==> src/rtl/dcache_pkg.sv <==
// Shared types and helpers for the direct-mapped write-through data cache.
// Sizing constants, FSM state encoding and the byte-enable merge.
package dcache_pkg;
   localparam int DCACHE_LINES   = 16;
   localparam int DCACHE_INDEX_W = $clog2(DCACHE_LINES);
   localparam int DCACHE_TAG_W   = 32 - DCACHE_INDEX_W;

   typedef enum logic [1:0] {
      ST_IDLE   = 2'd0,
      ST_WR_MEM = 2'd1,
      ST_RD_MEM = 2'd2,
      ST_RESP   = 2'd3
   } dcache_state_e;

   function automatic logic [31:0] merge_bytes(input logic [31:0] old_w,
                                               input logic [31:0] new_w,
                                               input logic [3:0]  sel);
      logic [31:0] res;
      res = old_w;
      for (int i = 0; i < 4; i++) begin
         if (sel[i]) res[8*i +: 8] = new_w[8*i +: 8];
      end
      return res;
   endfunction
endpackage

==> src/rtl/dcache_array.sv <==
// Valid/tag/data storage: one combinational lookup port, one synchronous
// write port, and a synchronous clear of every valid bit on rst.
module dcache_array #(
   parameter int LINES   = 16,
   parameter int INDEX_W = 4,
   parameter int TAG_W   = 28
) (
   input  logic               clk,
   input  logic               rst,
   input  logic [INDEX_W-1:0] lk_index_i,
   input  logic [TAG_W-1:0]   lk_tag_i,
   output logic               lk_hit_o,
   output logic [31:0]        lk_data_o,
   input  logic               wr_en_i,
   input  logic [INDEX_W-1:0] wr_index_i,
   input  logic [TAG_W-1:0]   wr_tag_i,
   input  logic [31:0]        wr_data_i
);
   logic [LINES-1:0] valid_q, valid_d;
   logic [TAG_W-1:0] tag_q  [LINES];
   logic [TAG_W-1:0] tag_d  [LINES];
   logic [31:0]      data_q [LINES];
   logic [31:0]      data_d [LINES];

   always_comb begin
      valid_d = valid_q;
      tag_d   = tag_q;
      data_d  = data_q;
      if (wr_en_i) begin
         valid_d[wr_index_i] = 1'b1;
         tag_d[wr_index_i]   = wr_tag_i;
         data_d[wr_index_i]  = wr_data_i;
      end
      // Only valid bits are cleared; stale tag/data are unreachable afterwards.
      if (rst) valid_d = '0;
   end

   always_ff @(posedge clk) begin
      valid_q <= valid_d;
      tag_q   <= tag_d;
      data_q  <= data_d;
   end

   assign lk_hit_o  = valid_q[lk_index_i] && (tag_q[lk_index_i] == lk_tag_i);
   assign lk_data_o = data_q[lk_index_i];
endmodule

==> src/rtl/dcache_dm.sv <==
// Direct-mapped write-through data cache sitting between the CPU data port
// and a req/ack backing memory; stalls the CPU while memory is busy.
//
// state     | meaning
// ----------+---------------------------------------------------------
// ST_IDLE   | accepting CPU requests; read hits answered next cycle
// ST_WR_MEM | write-through to memory in flight
// ST_RD_MEM | line fill from memory in flight
// ST_RESP   | read answer cycle (fill data, or read queued behind a write)
module dcache_dm
   import dcache_pkg::*;
#(
   parameter int LINES = DCACHE_LINES
) (
   input  logic        clk,
   input  logic        rst,
   input  logic [31:0] cpu_raddr_i,
   input  logic [31:0] cpu_waddr_i,
   input  logic [31:0] cpu_wdata_i,
   input  logic        cpu_we_i,
   input  logic        cpu_re_i,
   input  logic [3:0]  cpu_sel_i,
   output logic [31:0] cpu_rdata_o,
   output logic        cpu_rvalid_o,
   output logic        cpu_stall_o,
   output logic        mem_req_o,
   output logic        mem_we_o,
   output logic [31:0] mem_addr_o,
   output logic [31:0] mem_wdata_o,
   output logic [3:0]  mem_sel_o,
   input  logic [31:0] mem_rdata_i,
   input  logic        mem_ack_i
);
   localparam int INDEX_W = $clog2(LINES);
   localparam int TAG_W   = 32 - INDEX_W;

   dcache_state_e state_q, state_d;
   logic [31:0]   rd_addr_q, rd_addr_d;
   logic          rd_pend_q, rd_pend_d;
   logic          mem_req_q, mem_req_d;
   logic          mem_we_q, mem_we_d;
   logic [31:0]   mem_addr_q, mem_addr_d;
   logic [31:0]   mem_wdata_q, mem_wdata_d;
   logic [3:0]    mem_sel_q, mem_sel_d;
   logic [31:0]   rdata_q, rdata_d;
   logic          rvalid_q, rvalid_d;

   logic [31:0]   lk_addr;
   logic          lk_hit;
   logic [31:0]   lk_data;
   logic          wr_en;
   logic [31:0]   wr_data;

   dcache_array #(
      .LINES   (LINES),
      .INDEX_W (INDEX_W),
      .TAG_W   (TAG_W)
   ) u_array (
      .clk        (clk),
      .rst        (rst),
      .lk_index_i (lk_addr[INDEX_W-1:0]),
      .lk_tag_i   (lk_addr[31:INDEX_W]),
      .lk_hit_o   (lk_hit),
      .lk_data_o  (lk_data),
      .wr_en_i    (wr_en),
      .wr_index_i (lk_addr[INDEX_W-1:0]),
      .wr_tag_i   (lk_addr[31:INDEX_W]),
      .wr_data_i  (wr_data)
   );

   // The single lookup port follows the CPU in IDLE and the latched read otherwise.
   always_comb begin
      lk_addr = rd_addr_q;
      if (state_q == ST_IDLE) lk_addr = cpu_we_i ? cpu_waddr_i : cpu_raddr_i;
   end

   always_comb begin
      state_d     = state_q;
      rd_addr_d   = rd_addr_q;
      rd_pend_d   = rd_pend_q;
      mem_req_d   = mem_req_q;
      mem_we_d    = mem_we_q;
      mem_addr_d  = mem_addr_q;
      mem_wdata_d = mem_wdata_q;
      mem_sel_d   = mem_sel_q;
      rdata_d     = rdata_q;
      rvalid_d    = 1'b0;
      wr_en       = 1'b0;
      wr_data     = merge_bytes(lk_data, cpu_wdata_i, cpu_sel_i);

      case (state_q)
         ST_IDLE: begin
            if (cpu_we_i) begin
               wr_en       = lk_hit || (cpu_sel_i == 4'hF);
               mem_req_d   = 1'b1;
               mem_we_d    = 1'b1;
               mem_addr_d  = cpu_waddr_i;
               mem_wdata_d = cpu_wdata_i;
               mem_sel_d   = cpu_sel_i;
               rd_pend_d   = cpu_re_i;
               rd_addr_d   = cpu_raddr_i;
               state_d     = ST_WR_MEM;
            end else if (cpu_re_i) begin
               rd_pend_d = 1'b0;
               if (lk_hit) begin
                  rdata_d  = lk_data;
                  rvalid_d = 1'b1;
               end else begin
                  rd_addr_d  = cpu_raddr_i;
                  mem_req_d  = 1'b1;
                  mem_we_d   = 1'b0;
                  mem_addr_d = cpu_raddr_i;
                  mem_sel_d  = 4'hF;
                  state_d    = ST_RD_MEM;
               end
            end
         end
         ST_WR_MEM: begin
            if (mem_ack_i) begin
               mem_req_d = 1'b0;
               if (!rd_pend_q) begin
                  state_d = ST_IDLE;
               end else if (lk_hit) begin
                  state_d = ST_RESP;
               end else begin
                  rd_pend_d  = 1'b0;
                  mem_req_d  = 1'b1;
                  mem_we_d   = 1'b0;
                  mem_addr_d = rd_addr_q;
                  mem_sel_d  = 4'hF;
                  state_d    = ST_RD_MEM;
               end
            end
         end
         ST_RD_MEM: begin
            if (mem_ack_i) begin
               wr_en     = 1'b1;
               wr_data   = mem_rdata_i;
               rdata_d   = mem_rdata_i;
               rvalid_d  = 1'b1;
               mem_req_d = 1'b0;
               state_d   = ST_RESP;
            end
         end
         ST_RESP: begin
            // A read queued behind a write is answered here, one cycle after entry.
            if (rd_pend_q) begin
               rdata_d   = lk_data;
               rvalid_d  = 1'b1;
               rd_pend_d = 1'b0;
            end
            state_d = ST_IDLE;
         end
         default: state_d = ST_IDLE;
      endcase
   end

   always_ff @(posedge clk) begin
      if (rst) begin
         state_q     <= ST_IDLE;
         rd_addr_q   <= '0;
         rd_pend_q   <= 1'b0;
         mem_req_q   <= 1'b0;
         mem_we_q    <= 1'b0;
         mem_addr_q  <= '0;
         mem_wdata_q <= '0;
         mem_sel_q   <= '0;
         rdata_q     <= '0;
         rvalid_q    <= 1'b0;
      end else begin
         state_q     <= state_d;
         rd_addr_q   <= rd_addr_d;
         rd_pend_q   <= rd_pend_d;
         mem_req_q   <= mem_req_d;
         mem_we_q    <= mem_we_d;
         mem_addr_q  <= mem_addr_d;
         mem_wdata_q <= mem_wdata_d;
         mem_sel_q   <= mem_sel_d;
         rdata_q     <= rdata_d;
         rvalid_q    <= rvalid_d;
      end
   end

   assign cpu_stall_o  = (state_q != ST_IDLE);
   assign cpu_rdata_o  = rdata_q;
   assign cpu_rvalid_o = rvalid_q;
   assign mem_req_o    = mem_req_q;
   assign mem_we_o     = mem_we_q;
   assign mem_addr_o   = mem_addr_q;
   assign mem_wdata_o  = mem_wdata_q;
   assign mem_sel_o    = mem_sel_q;
endmodule

==> config.mk <==
export PLATFORM = sky130hd
export DESIGN_NAME = dcache_dm
export DESIGN_NICKNAME = d
export VERILOG_FILES = /design/src/rtl/dcache_pkg.sv /design/src/rtl/dcache_array.sv /design/src/rtl/dcache_dm.sv
export SDC_FILE = /design/constraint.sdc
export NUM_CORES = 1
export LEC_CHECK = 0
export ABC_AREA = 1
export ABC_CLOCK_PERIOD_IN_PS = 7200
export CELL_PAD_IN_SITES_DETAIL_PLACEMENT = 0
export CELL_PAD_IN_SITES_GLOBAL_PLACEMENT = 1
export CORE_MARGIN = 8
export CORE_UTILIZATION = 48
export DETAILED_ROUTE_END_ITERATION = 7
export PLACE_DENSITY_LB_ADDON = 0.1
export SETUP_SLACK_MARGIN = 0.05
export SYNTH_ARGS = -nofsm -noshare
export SYNTH_HDL_FRONTEND = slang
export SYNTH_SLANG_ARGS = --single-unit
==> constraint.sdc <==
create_clock -name clk -period 7.2 [get_ports clk]
set_input_delay 1.44 -clock clk [delete_from_list [all_inputs] [get_ports clk]]
set_output_delay 1.44 -clock clk [all_outputs]
set_load 0.1 [all_outputs]
==> results_dict.tcl, run 1 <==
set metrics [dict create \
    power_frac_comb_pct 37.1 \
    wl_um 140000 \
    grt_pass1_vias 32268 \
    cts.path.max_buffers 3 \
    required_ns 7.58 \
    layout.cells.non_filler 6008 \
    ys_seq_area_share_pct 67.9 \
    grt_pass1_wl_um 209000 \
    start_util_pct 48.5 \
    syn_to_final_growth_pct 17.7 \
    total_power_uw 23000 \
    p_sw_share_pct 39.5 \
    cts_resized 0 \
    pwr-share-clk_pct 27.0 \
    clk_latency_ns 0.71 \
    final.min_clock_period_ns 5.67 \
    drtIter0Drc 3170 \
    post-cts-setup-buffer-count 0 \
    port-buffer-count 240 \
    grt_usage_pct 25.4 \
    powerDensity_nw_per_um2 415 \
    status "completed" \
    postSynth.asyncResetShare_pct 0 \
    dp.cells 5791 \
    setup_violations 0 \
    p_int_uw 13900 \
    tightest_slew_ns 1.26 \
    synth_edf_count 960 \
    grt-ovfl-total 0 \
    fin_crit_sh_pct 78.7 \
    pin_count 241 \
    max_freq_mhz 176 \
    endpoint_kind "flip-flop" \
    startpoint_type "input port" \
    hp-class "flip-flop to flip-flop" \
    ant_nets 0 \
    synth_ff_type "edfxtp_1" \
    grt_start_max_net_pins 130 \
    hold_viol 0 \
    drcViolationCount 0 \
    fin_tns_setup_ns 0 \
    synth_nets 4526 \
    cts_root_buf "clkbuf_16" \
    final_layout_size_suffix_gt1_share_pct 8.26 \
    timing.final.ws_setup_ns 1.53 \
    clk_pin_slew_ns 0.06 \
    fin_nets 4769 \
    ir_drop_mv 0.245 \
    die-area_um2 108000 \
    finalMaxSlewViolations 0 \
    holdWs_ns 0.451 \
    dieHeight_um 329 \
    cts_tree "done" \
    synth_cell_type_count 39 \
    dp.final_hpwl_um 85000 \
    routabilityCongestion 0.823 \
    fin_worst_skew_ns 0.0255 \
    postCtsHoldBufs 0 \
    syn_inst 4389 \
    max_slew_margin_pct 16.1 \
    max_cap_viol_count 0 \
    vias_per_cell 5.46 \
    cts_made_buffers 115 \
    p_sw_uw 9070 \
    core_area_um2 96900 \
    yosys_warnings 0 \
    vias 32828 \
    dr.pass1.iters 5 \
    crit_type "input port to flip-flop" \
    pre_cts_ws_ns 0.757 \
    cts_sinks 1114 \
    antenna_found_initial 0 \
    rows 114 \
    avgSynthCellArea_um2 10.7 \
    syn-cell-area_um2 47000 \
    n_antenna_cell 0 \
    cp.arrival_ns 6.05 \
    cp_max_fo 32 \
    p_leak_uw 0.0217 \
    final_cell_mix "1198 x nand2_1, 960 x edfxtp_1, 422 x inv_1" \
    avgRoutedWirePerCell_um 23.4 \
    seq_power_share_pct 36.0 \
    die_x_um 329 \
    htreeDepth 3 \
    ys_seq_elements 1114 \
    rsz0062_at_grt "no" \
    final_common_cell "nand2_1" \
]
==> kinds of logic after synthesis <==
family          synth area share [%]
compound gates                  10.1
buf+inv                         6.05
flops                           67.9
mux                            0.597
simple gates                    15.3
==> registers in the layout, summed over array words and instances (netlist names) <==
signal           count
state_q              2
u_array.tag_q      448
u_array.data_q     512
mem_addr_o          32
rd_pend_q            1
mem_req_o            1
cpu_rdata_o         32
u_array.valid_q     16
mem_we_o             1
cpu_rvalid_o         1
rd_addr_q           32
mem_sel_o            4
mem_wdata_o         32
==> power groups by stage <==
stage / clock (µW) / sequential (µW) / combinational [µW]
after detailed placement: 0 / 8390 / 8530
after CTS: 6280 / 8260 / 8560
final: 6190 / 8260 / 8520
after global placement: 0 / 8380 / 8500
after floorplan: 0 / 9560 / 4300
after global routing: 6530 / 8290 / 9200
==> final cells by class <==
cell class	instances	area, µm²
inverters	448	1720
fillers	8298	41600
clock buffers	142	3040
flip-flops and latches	1114	31900
clock inverters	75	886
multi-input cells	2576	12400
repair buffers	377	3760
well taps	1276	1600
==> layer usage <==
| metal | track usage [%] | vias up | share of wire, % |
|---|---|---|---|
| met2 | 43.0 | 1049 | 49 |
| met3 | 3.02 | 180 | 5.5 |
| met4 | 7.38 | 0 | 2.5 |
| li1 | - | 15470 | - |
| met1 | 34.7 | 16129 | 43 |
| met5 | 0 | - | 0 |
==> final timing paths <==
check                                        start             endpoint  slack, ns  depth (start not counted)
worst max register to register          state_q[1]  u_array.data_q[134]       1.69                         22
worst max-delay path                cpu_raddr_i[3]  u_array.data_q[134]       1.53                         23
worst min register to register  u_array.valid_q[4]   u_array.valid_q[4]       0.45                          2
worst min-delay path            u_array.valid_q[4]   u_array.valid_q[4]       0.45                          2
==> through the flow <==
| stage | cell area [µm²] | util, % |
|---|---|---|
| after global routing | 55300 | 57.1 |
| after global placement | 51400 | 53.0 |
| after detailed placement | 51400 | 53.0 |
| after floorplan | 47000 | - |
| final | 55300 | 57.1 |
| after CTS | 55300 | 57.1 |
==> critical path, cell delays in order <==
cell and delay, ns:
clkdlybuf4s50_1 0.52, inv_1 0.05, nand2_1 0.05, o21ai_1 0.08, o21ai_1 0.40, inv_1 0.21
nor2_4 0.54, buf_4 0.35, nand2_1 0.08, nand2_1 0.08, nor3_1 0.05, nor2_1 0.10
nand2_1 0.07, nor2_1 0.09, nand2_1 0.13, nor2_4 0.19, nand2_4 0.14, nand2_1 0.09
nand2_1 0.07, nand2_2 0.36, nand2_2 0.13, inv_4 0.45, buf_12 0.29
==> synthesized netlist by cell type, types with 3 or more instances <==
cell,instances,share of area (%)
or2_1,20,0.27
nand2_1,1200,9.6
nor3_1,14,0.15
or2_0,3,0.040
buf_4,21,0.34
nor2_4,3,0.072
or3_1,32,0.43
clkbuf_1,121,0.97
o21ai_1,37,0.39
dfxtp_1,154,6.6
o21ai_0,232,2.5
nand2_2,16,0.21
o22ai_1,33,0.44
inv_1,440,3.5
or2_2,14,0.19
buf_6,5,0.12
nand3_1,89,0.95
edfxtp_1,960,61
nand3b_1,42,0.67
mux2i_1,28,0.60
o211ai_1,5,0.080
o21bai_1,11,0.18
a21oi_1,219,2.3
buf_2,81,0.86
nand4_1,33,0.44
nor2_1,279,2.2
a22oi_1,256,4.1
buf_1,23,0.18
clkinv_1,5,0.040
Note: power is estimated with default switching activity, not from simulation.
==> run 2, diff against run 1 <==
--- a/config.mk
+++ b/config.mk
@@ -6,7 +6,7 @@
 export NUM_CORES = 1
 export LEC_CHECK = 0
 export ABC_AREA = 1
-export ABC_CLOCK_PERIOD_IN_PS = 7200
+export ABC_CLOCK_PERIOD_IN_PS = 5400
 export CELL_PAD_IN_SITES_DETAIL_PLACEMENT = 0
 export CELL_PAD_IN_SITES_GLOBAL_PLACEMENT = 1
 export CORE_MARGIN = 8
==> constraint.sdc (replaced) <==
create_clock -name clk -period 5.4 [get_ports clk]
set_input_delay 1.08 -clock clk [delete_from_list [all_inputs] [get_ports clk]]
set_output_delay 1.08 -clock clk [all_outputs]
set_load 0.1 [all_outputs]
==> run 2 against run 1 <==
Compared with the run above: setup slack worse by 0.60 ns; register-to-register slack lost 0.76 ns; routed wire length decreased by 2.6%; via count increased by 0.21%; combinational power rose by 34%; sequential cell count is the same; clock-buffer cell count up 14; clock power rose by 30%; core utilization grew 0.96 points; cell count up 1.2%; total power is 33% higher; sequential power grew 33%; critical path type is now flip-flop to flip-flop.
==> results_dict.tcl, run 2 (synthesis gave the netlist of run 1 again) <==
set metrics [dict create \
    drcViolationCount 0 \
    port-buffer-count 240 \
    powerDensity_nw_per_um2 542 \
    gr-usage-met1_pct 33.5 \
    fill_cells 8253 \
    crit_type "flip-flop to flip-flop" \
    fin_worst_skew_ns 0.0311 \
    avgRoutedWirePerCell_um 22.5 \
    grt_pass1_wl_um 205000 \
    power_frac_comb_pct 37.3 \
    dr.pass1.iters 5 \
    fin_tns_setup_ns 0 \
    routabilityCongestion 0.803 \
    final_cell_mix "1198 x nand2_1, 960 x edfxtp_1, 422 x inv_1" \
    cts.path.max_buffers 3 \
    die-area_um2 108000 \
    setup_violations 0 \
    busiest_layer "met2" \
    cp.arrival_ns 4.87 \
    drtIter0Drc 2925 \
    clk_latency_ns 0.71 \
    final_common_cell "nand2_1" \
    tightest_slew_ns 1.22 \
    rsz0062_at_grt "no" \
    pin_count 241 \
    post-cts-setup-buffer-count 0 \
    required_ns 5.80 \
    r2r_start "state_q[1]" \
    largest_reg_flops 512 \
    crit_start "state_q[1]" \
    max_freq_mhz 224 \
    finalMaxSlewViolations 0 \
    multiInputGateArea_um2 12300 \
    worstHoldStart "u_array.valid_q[8]" \
    dieHeight_um 329 \
    dp.cells 5861 \
    hold_viol 0 \
    antenna_found_initial 4 \
    postCtsHoldBufs 0 \
    die_x_um 329 \
    core_area_um2 96900 \
    met3_usage_pct 2.93 \
    max_cap_viol_count 0 \
    endpoint_kind "flip-flop" \
    fin_nets 4839 \
    cts_sinks 1114 \
    vias 32896 \
    grt-ovfl-total 0 \
    cts_resized 0 \
    ant_nets 0 \
    fin_crit_sh_pct 82.8 \
    dp.final_hpwl_um 83000 \
    cp_max_fo 42 \
    seq_power_share_pct 36.1 \
    htreeDepth 3 \
    start_util_pct 48.5 \
    clk_pin_slew_ns 0.06 \
    p_sw_share_pct 38.7 \
    wl_um 137000 \
    vias_per_cell 5.41 \
    status "completed" \
    final.min_clock_period_ns 4.47 \
    grt_usage_pct 24.7 \
    cts_root_buf "clkbuf_16" \
    p_sw_uw 11800 \
    syn_to_final_growth_pct 19.7 \
    layout.cells.non_filler 6079 \
    register_area_um2 31900 \
    cts_made_buffers 115 \
    cts_tree "done" \
    largest_register "u_array.data_q" \
    ir_drop_mv 0.377 \
    max_slew_margin_pct 18.7 \
    rows 114 \
    hp-class "flip-flop to flip-flop" \
    p_leak_uw 0.0221 \
    grt_start_max_net_pins 130 \
    final_layout_size_suffix_gt1_share_pct 9.42 \
    p_int_uw 18700 \
    startpoint_type "flip-flop" \
    grtUsageMet2_pct 42.4 \
    top_regs "u_array.data_q (512), u_array.tag_q (448)" \
    pwr-share-clk_pct 26.5 \
    grt_pass1_vias 32060 \
]
-- run 2: critical path, cell delays in order, from the launching register on --
cell	delay, ns
dfxtp_1	0.51
nor2_4	0.09
inv_2	0.24
nand2_2	0.36
nand2_4	0.22
buf_12	0.24
buf_4	0.26
nand2_1	0.09
nand2_1	0.06
nand2_1	0.05
nand2_1	0.06
nand2_1	0.04
nand2_1	0.07
o21bai_1	0.07
nand2_1	0.06
nand2_1	0.05
nor2_1	0.23
nand2_1	0.13
nor2_4	0.16
nand2_4	0.09
nand2_1	0.06
nand2_1	0.06
nand2_2	0.09
buf_12	0.16
nand2_1	0.11
inv_4	0.26
buf_12	0.24
-- run 2: area by class of cell --
class	instances	share of cell area, %
diodes	3	0.0134
clock buffers	156	5.58
clock inverters	59	1.26
inverters	448	3.07
multi-input cells	2576	22.0
flip-flops and latches	1114	56.8
well taps	1276	2.84
repair buffers	447	8.52
-- run 2: power by group through the flow --
stage / combinational (µW) / clock [µW] / sequential (µW)
5_1_grt: 12400 / 8510 / 11100
3_5_place_dp: 11400 / 0 / 11200
4_1_cts: 11500 / 8190 / 11000
2_1_floorplan: 5740 / 0 / 12800
6_report: 11400 / 8070 / 11000
3_3_place_gp: 11400 / 0 / 11200
-- run 2: final timing paths --
kind | end | depth (start not counted) | slack (ns)
max | u_array.data_q[325] | 26 | 0.93
min reg2reg | u_array.valid_q[8] | 2 | 0.45
max reg2reg | u_array.data_q[325] | 26 | 0.93
min | u_array.valid_q[8] | 2 | 0.45
-- run 2: per-stage QoR --
step | util [%] | cell area (µm²) | power [µW] | worst slack (ns) | hold WS [ns]
2_1_floorplan | - | 47000 | 18500 | 0.210 | 0.430
3_3_place_gp | 54.1 | 52400 | 22500 | 0.253 | 0.437
3_5_place_dp | 54.1 | 52400 | 22600 | 0.189 | 0.442
4_1_cts | 58.0 | 56200 | 30700 | 0.886 | 0.451
5_1_grt | 58.0 | 56200 | 31900 | 0.617 | 0.472
6_report | 58.0 | 56200 | 30500 | 0.929 | 0.451
-- run 2: routing by layer --
metal  vias to the layer above  share of wire (%)
met5                         -             0.0095
met4                         2                2.3
met3                       174                5.0
met2                       971                 50
met1                     16133                 43
li1                      15616                  -
